<file path="config.mk">
export PLATFORM = sky130hd
export DESIGN_NAME = osc_freq_meter
export DESIGN_NICKNAME = d
export VERILOG_FILES = /design/src/rtl/osc_freq_meter.sv
export SDC_FILE = /design/constraint.sdc
export NUM_CORES = 1
export LEC_CHECK = 0
export CORE_MARGIN = 2
export CORE_UTILIZATION = 51
export CTS_CLUSTER_SIZE = 24
export DETAILED_ROUTE_END_ITERATION = 8
export PLACE_DENSITY = 0.73
export SYNTH_ARGS = -nofsm -noshare
export SYNTH_HDL_FRONTEND = slang
export SYNTH_SLANG_ARGS = --single-unit
</file>
<file path="constraint.sdc">
create_clock -name clk -period 6.1 [get_ports clk]
set_input_delay 1.525 -clock clk [delete_from_list [all_inputs] [get_ports clk]]
set_output_delay 1.525 -clock clk [all_outputs]
set_load 0.03 [all_outputs]
</file>
<file path="src/rtl/osc_freq_meter.sv">
// Ring-oscillator frequency meter: select, prescale, synchronise and gate-count one oscillator.
// Optional build macro OSC_METER_CONTINUOUS_EN makes the meter re-measure forever after one start.
module osc_freq_meter #(
    parameter int NUM_OSC       = 4,
    parameter int PRESCALE_LOG2 = 3,
    parameter int CNT_W         = 16,
    parameter int GATE_W        = 4,
    localparam int SEL_W        = (NUM_OSC > 1) ? $clog2(NUM_OSC) : 1
) (
    input  logic               clk,
    input  logic               rst_n,
    input  logic [NUM_OSC-1:0] osc_in,
    input  logic [SEL_W-1:0]   osc_sel,
    input  logic [GATE_W-1:0]  gate_sel,
    input  logic               start,
    output logic               busy,
    output logic [CNT_W-1:0]   count,
    output logic               overflow,
    output logic               count_valid,
    output logic               osc_div_out
);

    localparam int TMR_W = 2 ** GATE_W;

    typedef enum logic [1:0] {
        IDLE   = 2'd0,
        SETTLE = 2'd1,
        GATE   = 2'd2,
        DONE   = 2'd3
    } state_t;

    state_t                   state;
    state_t                   state_next;
    logic [SEL_W-1:0]         sel_q;
    logic [GATE_W-1:0]        gate_q;
    logic [SEL_W-1:0]         sel_valid;
    logic                     osc_clk;
    logic [PRESCALE_LOG2-1:0] div;
    logic [2:0]               sync;
    logic                     osc_edge;
    logic                     accept;
    logic [1:0]               settle_cnt;
    logic [TMR_W-1:0]         gate_tmr;
    logic [CNT_W-1:0]         edge_cnt;
    logic                     ovf_flag;

    // Out-of-range selects fall back to channel 0.
    assign sel_valid = (32'(osc_sel) < NUM_OSC) ? osc_sel : '0;
    assign accept    = (state == IDLE) && start;

    // Oscillator domain: sel_q only moves on an accepted start, so the mux is static while counting.
    assign osc_clk = osc_in[sel_q];

    always_ff @(posedge osc_clk) begin
        if (!rst_n) begin
            div <= '0;
        end else begin
            div <= div + PRESCALE_LOG2'(1);
        end
    end

    assign osc_div_out = div[PRESCALE_LOG2-1];

    // Clock domain crossing into clk; edge taken between the 2nd and 3rd flop.
    always_ff @(posedge clk) begin
        if (!rst_n) begin
            sync <= '0;
        end else begin
            sync <= {sync[1:0], osc_div_out};
        end
    end

    assign osc_edge = sync[1] & ~sync[2];

    always_ff @(posedge clk) begin
        if (!rst_n) begin
            state <= IDLE;
        end else begin
            state <= state_next;
        end
    end

    always_comb begin
        state_next = state;
        case (state)
            IDLE:   if (start) state_next = SETTLE;
            SETTLE: if (settle_cnt == 2'd0) state_next = GATE;
            GATE:   if (gate_tmr == '0) state_next = DONE;
`ifdef OSC_METER_CONTINUOUS_EN
            DONE:   state_next = SETTLE;
`else
            DONE:   state_next = IDLE;
`endif
            default: state_next = IDLE;
        endcase
    end

    always_comb begin
        busy = (state != IDLE);
    end

    always_ff @(posedge clk) begin
        if (!rst_n) begin
            sel_q  <= '0;
            gate_q <= '0;
        end else if (accept) begin
            sel_q  <= sel_valid;
            gate_q <= gate_sel;
        end
    end

    // SETTLE runs while settle_cnt counts 3..0; gate_tmr is reloaded with G-1 until GATE begins.
    always_ff @(posedge clk) begin
        if (!rst_n) begin
            settle_cnt <= 2'd3;
            gate_tmr   <= '0;
        end else begin
            if (state == SETTLE) begin
                settle_cnt <= settle_cnt - 2'd1;
                gate_tmr   <= (TMR_W'(1) << gate_q) - TMR_W'(1);
            end else begin
                settle_cnt <= 2'd3;
                if (state == GATE) begin
                    gate_tmr <= gate_tmr - TMR_W'(1);
                end
            end
        end
    end

    // Edge counter saturates at all-ones; the overflow flag is sticky for the current run.
    always_ff @(posedge clk) begin
        if (!rst_n) begin
            edge_cnt <= '0;
            ovf_flag <= 1'b0;
        end else if (accept || (state == DONE)) begin
            edge_cnt <= '0;
            ovf_flag <= 1'b0;
        end else if ((state == GATE) && osc_edge) begin
            if (edge_cnt == '1) begin
                ovf_flag <= 1'b1;
            end else begin
                edge_cnt <= edge_cnt + CNT_W'(1);
            end
        end
    end

    always_ff @(posedge clk) begin
        if (!rst_n) begin
            count       <= '0;
            overflow    <= 1'b0;
            count_valid <= 1'b0;
        end else begin
            count_valid <= (state == DONE);
            if (state == DONE) begin
                count    <= edge_cnt;
                overflow <= ovf_flag;
            end
        end
    end

endmodule

</file>
==> summary.txt, run 1 <==
GRT overflow: 0
Register area share after synthesis: 40.92%
All-Layer GR Usage: 21.97%
Initial antenna violation count: 0
Worst-skew pair later-pin latency: 0.35 ns
Clock Tree Root: clkbuf_8
Max H-tree Level: 3
Die area: 7085 um2
Most common cell on crit path: inv_1
Number of unconstrained endpoints: 4
Top achievable clock speed: 295.5 MHz
Hold Startpoint: settle_cnt[0]
Outcome: finished, final reports clean
Critical path cell sequence: inv_1, ha_1, inv_1, clkdlybuf4s50_1
Hold EP: settle_cnt[0]
CP max stage cell: clkdlybuf4s50_1
DRC: 0
Async SR Flop Fraction: 0%
Crit. End Element: output pin
Top Metal Used: met4
RSZ-0062 raised after global routing: no
Hold Path Class: flip-flop to flip-flop
Area Growth Syn to Fin: 17.52%
Routed Antenna Nets: 0
Clock Skew: 0.009198 ns
FP Rows: 29
Critical Path RT: 4.58 ns
Largest net degree at the start of global routing: 30
Fin crit period: 3.384 ns
Die height: 84.18 um
DRT Pass-1 Iters: 5
Gate Count Post-Synth: 389
Synth area leaders: dfxtp_1, mux2i_1, a21oi_1
Global-route wire length before repair: 12.48 mm
Worst-margin pin slew: 0.9404 ns
Initial DRC Count: 230
Headroom to the max-slew limit: 37.30%
Top FF cell, synth: dfxtp_1
# Max-Cap Violations: 0
Reg-to-reg endpoint: edge_cnt[13]
Register pins left without a clock: 3
Final Hold Slack: 0.3949 ns
CP startpoint kind: flip-flop
Arrival @ worst endpoint: 1.86 ns
Unique masters post-synth: 50
Critical R2R Launch: state[0]
Top-level I/O count: 33
Clock buffer depth: 2
Setup Buffers After CTS: 0
Synthesis Warnings: 0
Reg clk slew, reported paths: 0.07 ns
Pwr/cell area: 403.3 nW/um2
Max-slew violation count: 0
Fraction of layout cells with a size suffix above 1: 6.715%
Setup TNS: 0 ns
CP Class: flip-flop to output pin
# setup viols final: 0
Synth top area share: 40.92%
Hold path cells: 1
TritonCTS buffer count: 9
R2R depth: 6
Ant diodes: 0
IO Port Bufs: 32
Wire per inst: 15.27 um
Crit Path Max Fanout: 4
Area leader, netlist: dfxtp_1
Core area: 6277 um2
DR vias: 3013
WL final: 7.544 mm
Peak supply drop: 336.9 uV
WL met3: 490 um
Post-synthesis cell area: 3278 um2
Reg2reg setup slack: 3.50 ns
Post-synthesis register bit count: 67
Final period util: 55.47%
Detailed Place HPWL: 5.187 mm
P_leak: 1.315 nW
Vias in the first global route: 2681
Via density per instance: 6.099
Metal2 WL: 3.426 mm
Slowest stage delay, CP: 0.69 ns
Hold Vio Cnt, Final: 0
Number of enable flip-flop cells after synthesis: 0
Syn Area/Cell: 8.427 um2
Metal-1 WL: 3.444 mm
Initial Util: 52.22%
Hold Buf Count CTS: 0
Post-cts resize count: 0
Die width: 84.18 um
Mapped Nets: 413
Fin nets: 436
Routability cong.: 0.8773
TritonCTS clock tree: built
-- through the flow --
step                std cells  power [W]  setup slack [ns]  utilization (%)  cell area, um2
finish                    494   0.001554             2.716            61.37            3852
global route              494   0.001654             2.597            61.37            3852
CTS                       494   0.001551             2.700            61.37            3852
detailed placement        478   0.001131             2.641            57.70            3622
global placement          478   0.001120             2.733            57.70            3622
floorplan                 389  0.0009944             3.708                -            3278
-- worst max-delay path, delay by kind of cell (launching register included) --
| kind | cells | cell delay [ns] |
|---|---|---|
| flops | 1 | 0.38 |
| buf+inv | 3 | 0.90 |
| fa+ha+maj | 1 | 0.22 |
-- report_power, final --
part	switching, W	leakage, nW	internal, W	total (W)
registers	0.0000601	0.544	0.000478	0.000538
clock network	0.000175	0.109	0.000242	0.000417
logic	0.000367	0.663	0.000232	0.000599
-- synth_stat cells, drive strengths merged (7+ instances only) --
cell and instances:
nand2 37, dfxtp 67, nor3 17, or3 7, or4 12, o31ai 8, inv 15, clkbuf 19
and2 8, a21oi 32, nand4 7, o21ai 19, mux2i 19, nor2 32, nand3 15, ha 11
a31oi 7
-- sequential cells by signal, indices dropped and copies added (netlist names) --
register and flops:
state 2, ovf_flag 1, gate_tmr 16, settle_cnt 2, count 16, div 3
gate_q 4, sync 3, edge_cnt 16, overflow 1, sel_q 2, count_valid 1
-- layer usage --
metal | global-route usage, % | up-vias
met3 | 5.310 | 17
met2 | 33.41 | 115
met4 | 11.00 | 0
met5 | 0 | -
met1 | 29.25 | 1398
li1 | - | 1483
-- area by class of cell --
type / count / area [um2]
tap: 77 / 96.34
fill: 554 / 2425
sequential: 67 / 1341
clock inverter: 6 / 92.59
multi-input combinational: 284 / 1785
clock buffer: 10 / 137.6
timing repair buffer: 35 / 342.8
inverter: 15 / 56.30
-- how the worst max path moves through the flow --
stage                         from            to  slack (ns)  depth (start not counted)
after detailed placement     rst_n  edge_cnt[10]        2.64                          4
final                     state[1]          busy        2.72                          4
after CTS                 state[1]          busy        2.70                          4
after global placement       rst_n  edge_cnt[10]        2.73                          4
after global routing      state[1]          busy        2.60                          4
after floorplan           state[0]          busy        3.71                          3
-- cell usage in the layout, fill, tap and decap left out, drive strengths merged, types with 3 or more instances in the layout --
cell type,count
mux2i,19
inv,15
nand2,37
nor4b,3
o31ai,8
a31oi,7
or3,7
nor3,17
and2,8
dfxtp,67
clkdlybuf4s50,32
clkbuf,10
or4,12
a211oi,4
buf,3
nor2,32
nand3,15
o22ai,4
ha,11
o221ai,3
o211ai,4
a21oi,32
o21ai,19
nand4,7
nand2b,3
nor4,4
-- kinds of logic after synthesis --
| family | count (synthesis) | share of synthesized area [%] |
|---|---|---|
| buf+inv | 38 | 4.618 |
| compound gates | 93 | 17.52 |
| fa+ha+maj | 11 | 4.198 |
| mux | 22 | 7.175 |
| xor+xnor | 3 | 0.8017 |
| flops | 67 | 40.92 |
| simple gates | 155 | 24.77 |
No activity file was read; power rests on OpenSTA's default activity.
==> run 2: changes to the inputs <==
- clock period: 6.1 -> 3.5 ns (I/O delays scaled with it)
==> summary.txt, run 2 (synthesized netlist as in run 1, its figures left out) <==
Outcome: finished, final reports clean
WL met3: 453 um (-7.6%)
Arrival @ worst endpoint: 1.85 ns (about the same)
Most common cell after layout, fill and taps aside: dfxtp_1
Max H-tree Level: 3 (unchanged)
Commonest cells after routing, fill and taps aside: dfxtp_1, nand2_1, nor2_1, a21oi_1, clkdlybuf4s50_1
Critical Path RT: 2.62 ns (-1.96 ns)
Crit Path Max Fanout: 4 (unchanged)
Area Growth Syn to Fin: 16.49%
All-Layer GR Usage: 21.70% (-0.27 points)
Global-route wire length before repair: 12.54 mm (+0.50%)
Filler Cell Count: 558 (+0.72%)
Clock Tree Root: clkbuf_8
TritonCTS clock tree: built
DRT Pass-1 Iters: 4 (-1)
Setup TNS: 0 ns (unchanged)
Worst-skew pair later-pin latency: 0.33 ns (-0.02 ns)
Wire per inst: 14.91 um (-2.3%)
Headroom to the max-slew limit: 37.38% (+0.081 points)
CP Class: flip-flop to output pin
Top Metal Used: met4
Fin nets: 438 (+0.46%)
Comb pwr share: 40.4% (+1.9 points)
Crit. End Element: output pin
DR vias: 2993 (-0.66%)
Max-slew violation count: 0 (unchanged)
Routed Antenna Nets: 0 (unchanged)
Initial antenna violation count: 0 (unchanged)
GRT overflow: 0 (unchanged)
P_leak: 1.304 nW (-0.87%)
Sw Ratio: 39.06% (+0.35 points)
Die area: 7085 um2 (unchanged)
Die height: 84.18 um (unchanged)
Total chip power: 0.002573 W (+66%)
Biggest regs: count: 16 flops, edge_cnt: 16 flops, gate_tmr: 16 flops
Clock power frac: 23.1% (-3.7 points)
Vias in the first global route: 2737 (+2.1%)
Most common cell on crit path: inv_1
FP Rows: 29 (unchanged)
Util after Layout: 60.83% (-0.54 points)
Critical path cell sequence: inv_1, ha_1, inv_1, clkdlybuf4s50_1
Hold Buf Count CTS: 0 (unchanged)
Metal2 WL: 3.462 mm (+1.1%)
# Max-Cap Violations: 0 (unchanged)
Initial Util: 52.22% (unchanged)
Top-level I/O count: 33 (unchanged)
CP startpoint kind: flip-flop
Hold Vio Cnt, Final: 0 (unchanged)
Worst Path Buf+Inv: 3 (unchanged)
RSZ-0062 raised after global routing: no
Peak supply drop: 514.2 uV (+53%)
Number of unconstrained endpoints: 4 (unchanged)
WL final: 7.397 mm (-1.9%)
Ant diodes: 0 (unchanged)
Pwr/cell area: 673.8 nW/um2 (+67%)
Setup Buffers After CTS: 0 (unchanged)
CP max stage cell: clkdlybuf4s50_1
P_int: 0.001568 W (+65%)
# setup viols final: 0 (unchanged)
Largest net degree at the start of global routing: 30 (unchanged)
Fin crit period: 2.727 ns
Slowest stage delay, CP: 0.69 ns (about the same)
Final period util: 77.92%
Post-cts resize count: 0 (unchanged)
Register pins left without a clock: 3 (unchanged)
Reg clk slew, reported paths: 0.06 ns (about the same)
Via density per instance: 6.034 (-1.1%)
Core area: 6277 um2 (unchanged)
Sw Pwr: 0.001005 W (+67%)
Die width: 84.18 um (unchanged)
Clock Skew: 0.006375 ns (-0.002823 ns)
Hold Path Class: flip-flop to flip-flop
Detailed Place HPWL: 5.230 mm (+0.82%)
Initial DRC Count: 182 (-21%)
Metal-1 WL: 3.342 mm (-3.0%)
Clock buffer depth: 2 (unchanged)
DP Area: 3637 um2 (+0.41%)
Routability cong.: 0.8516 (-2.9%)
DRC: 0 (unchanged)
Top delay family on crit path: buffers and inverters
Top achievable clock speed: 366.7 MHz
TritonCTS buffer count: 9 (unchanged)
Seq pwr share: 36.5% (+1.9 points)
Worst-margin pin slew: 0.9392 ns (-0.001212 ns)
Post-route cell area: 3819 um2 (-0.88%)
IO Port Bufs: 32 (unchanged)
Fraction of layout cells with a size suffix above 1: 6.205% (-0.51 points)
run 2: worst reg2reg max path, cell delays in order (launching register included):
cell and delay [ns]:
dfxtp_1 0.33, inv_1 0.12, ha_1 0.26, nand3b_1 0.34, or4_1 0.75, or4_1 0.52
a21oi_1 0.15
run 2: layout make-up:
| type | instances | area [um2] | area share (%) |
|---|---|---|---|
| multi-input combinational | 284 | 1785 | 46.76 |
| sequential | 67 | 1341 | 35.12 |
| timing repair buffer | 37 | 357.8 | 9.371 |
| clock buffer | 13 | 138.9 | 3.637 |
| tap | 77 | 96.34 | 2.523 |
| inverter | 15 | 56.30 | 1.474 |
| clock inverter | 3 | 42.54 | 1.114 |
run 2: per-stage QoR:
| step | hold WS (ns) | setup slack (ns) | cells |
|---|---|---|---|
| after floorplan | 0.3679 | 1.465 | 389 |
| after global placement | 0.3759 | 1.028 | 480 |
| after detailed placement | 0.3817 | 0.9889 | 480 |
| after CTS | 0.3972 | 0.7716 | 496 |
| after global routing | 0.4056 | 0.6850 | 496 |
| final | 0.3939 | 0.7726 | 496 |
run 2: layer usage:
metal	vias up	global-route usage [%]
li1	1480	-
met1	1406	27.91
met2	94	34.92
met3	13	5.998
met4	0	8.065
met5	-	0
run 2: power by group through the flow:
stage	logic (W)	registers [W]	clock network [W]
after floorplan	0.000813	0.000920	0
after global placement	0.00101	0.000948	0
after detailed placement	0.00102	0.000951	0
after CTS	0.00102	0.000937	0.000607
after global routing	0.00116	0.000958	0.000640
final	0.00104	0.000940	0.000595
run 2: worst paths after layout:
check,slack (ns),start,cells after the start,to
max,0.77,state[1],4,busy
min,0.39,settle_cnt[0],1,settle_cnt[0]
max reg2reg,0.96,state[0],6,edge_cnt[13]
min reg2reg,0.39,settle_cnt[0],1,settle_cnt[0]
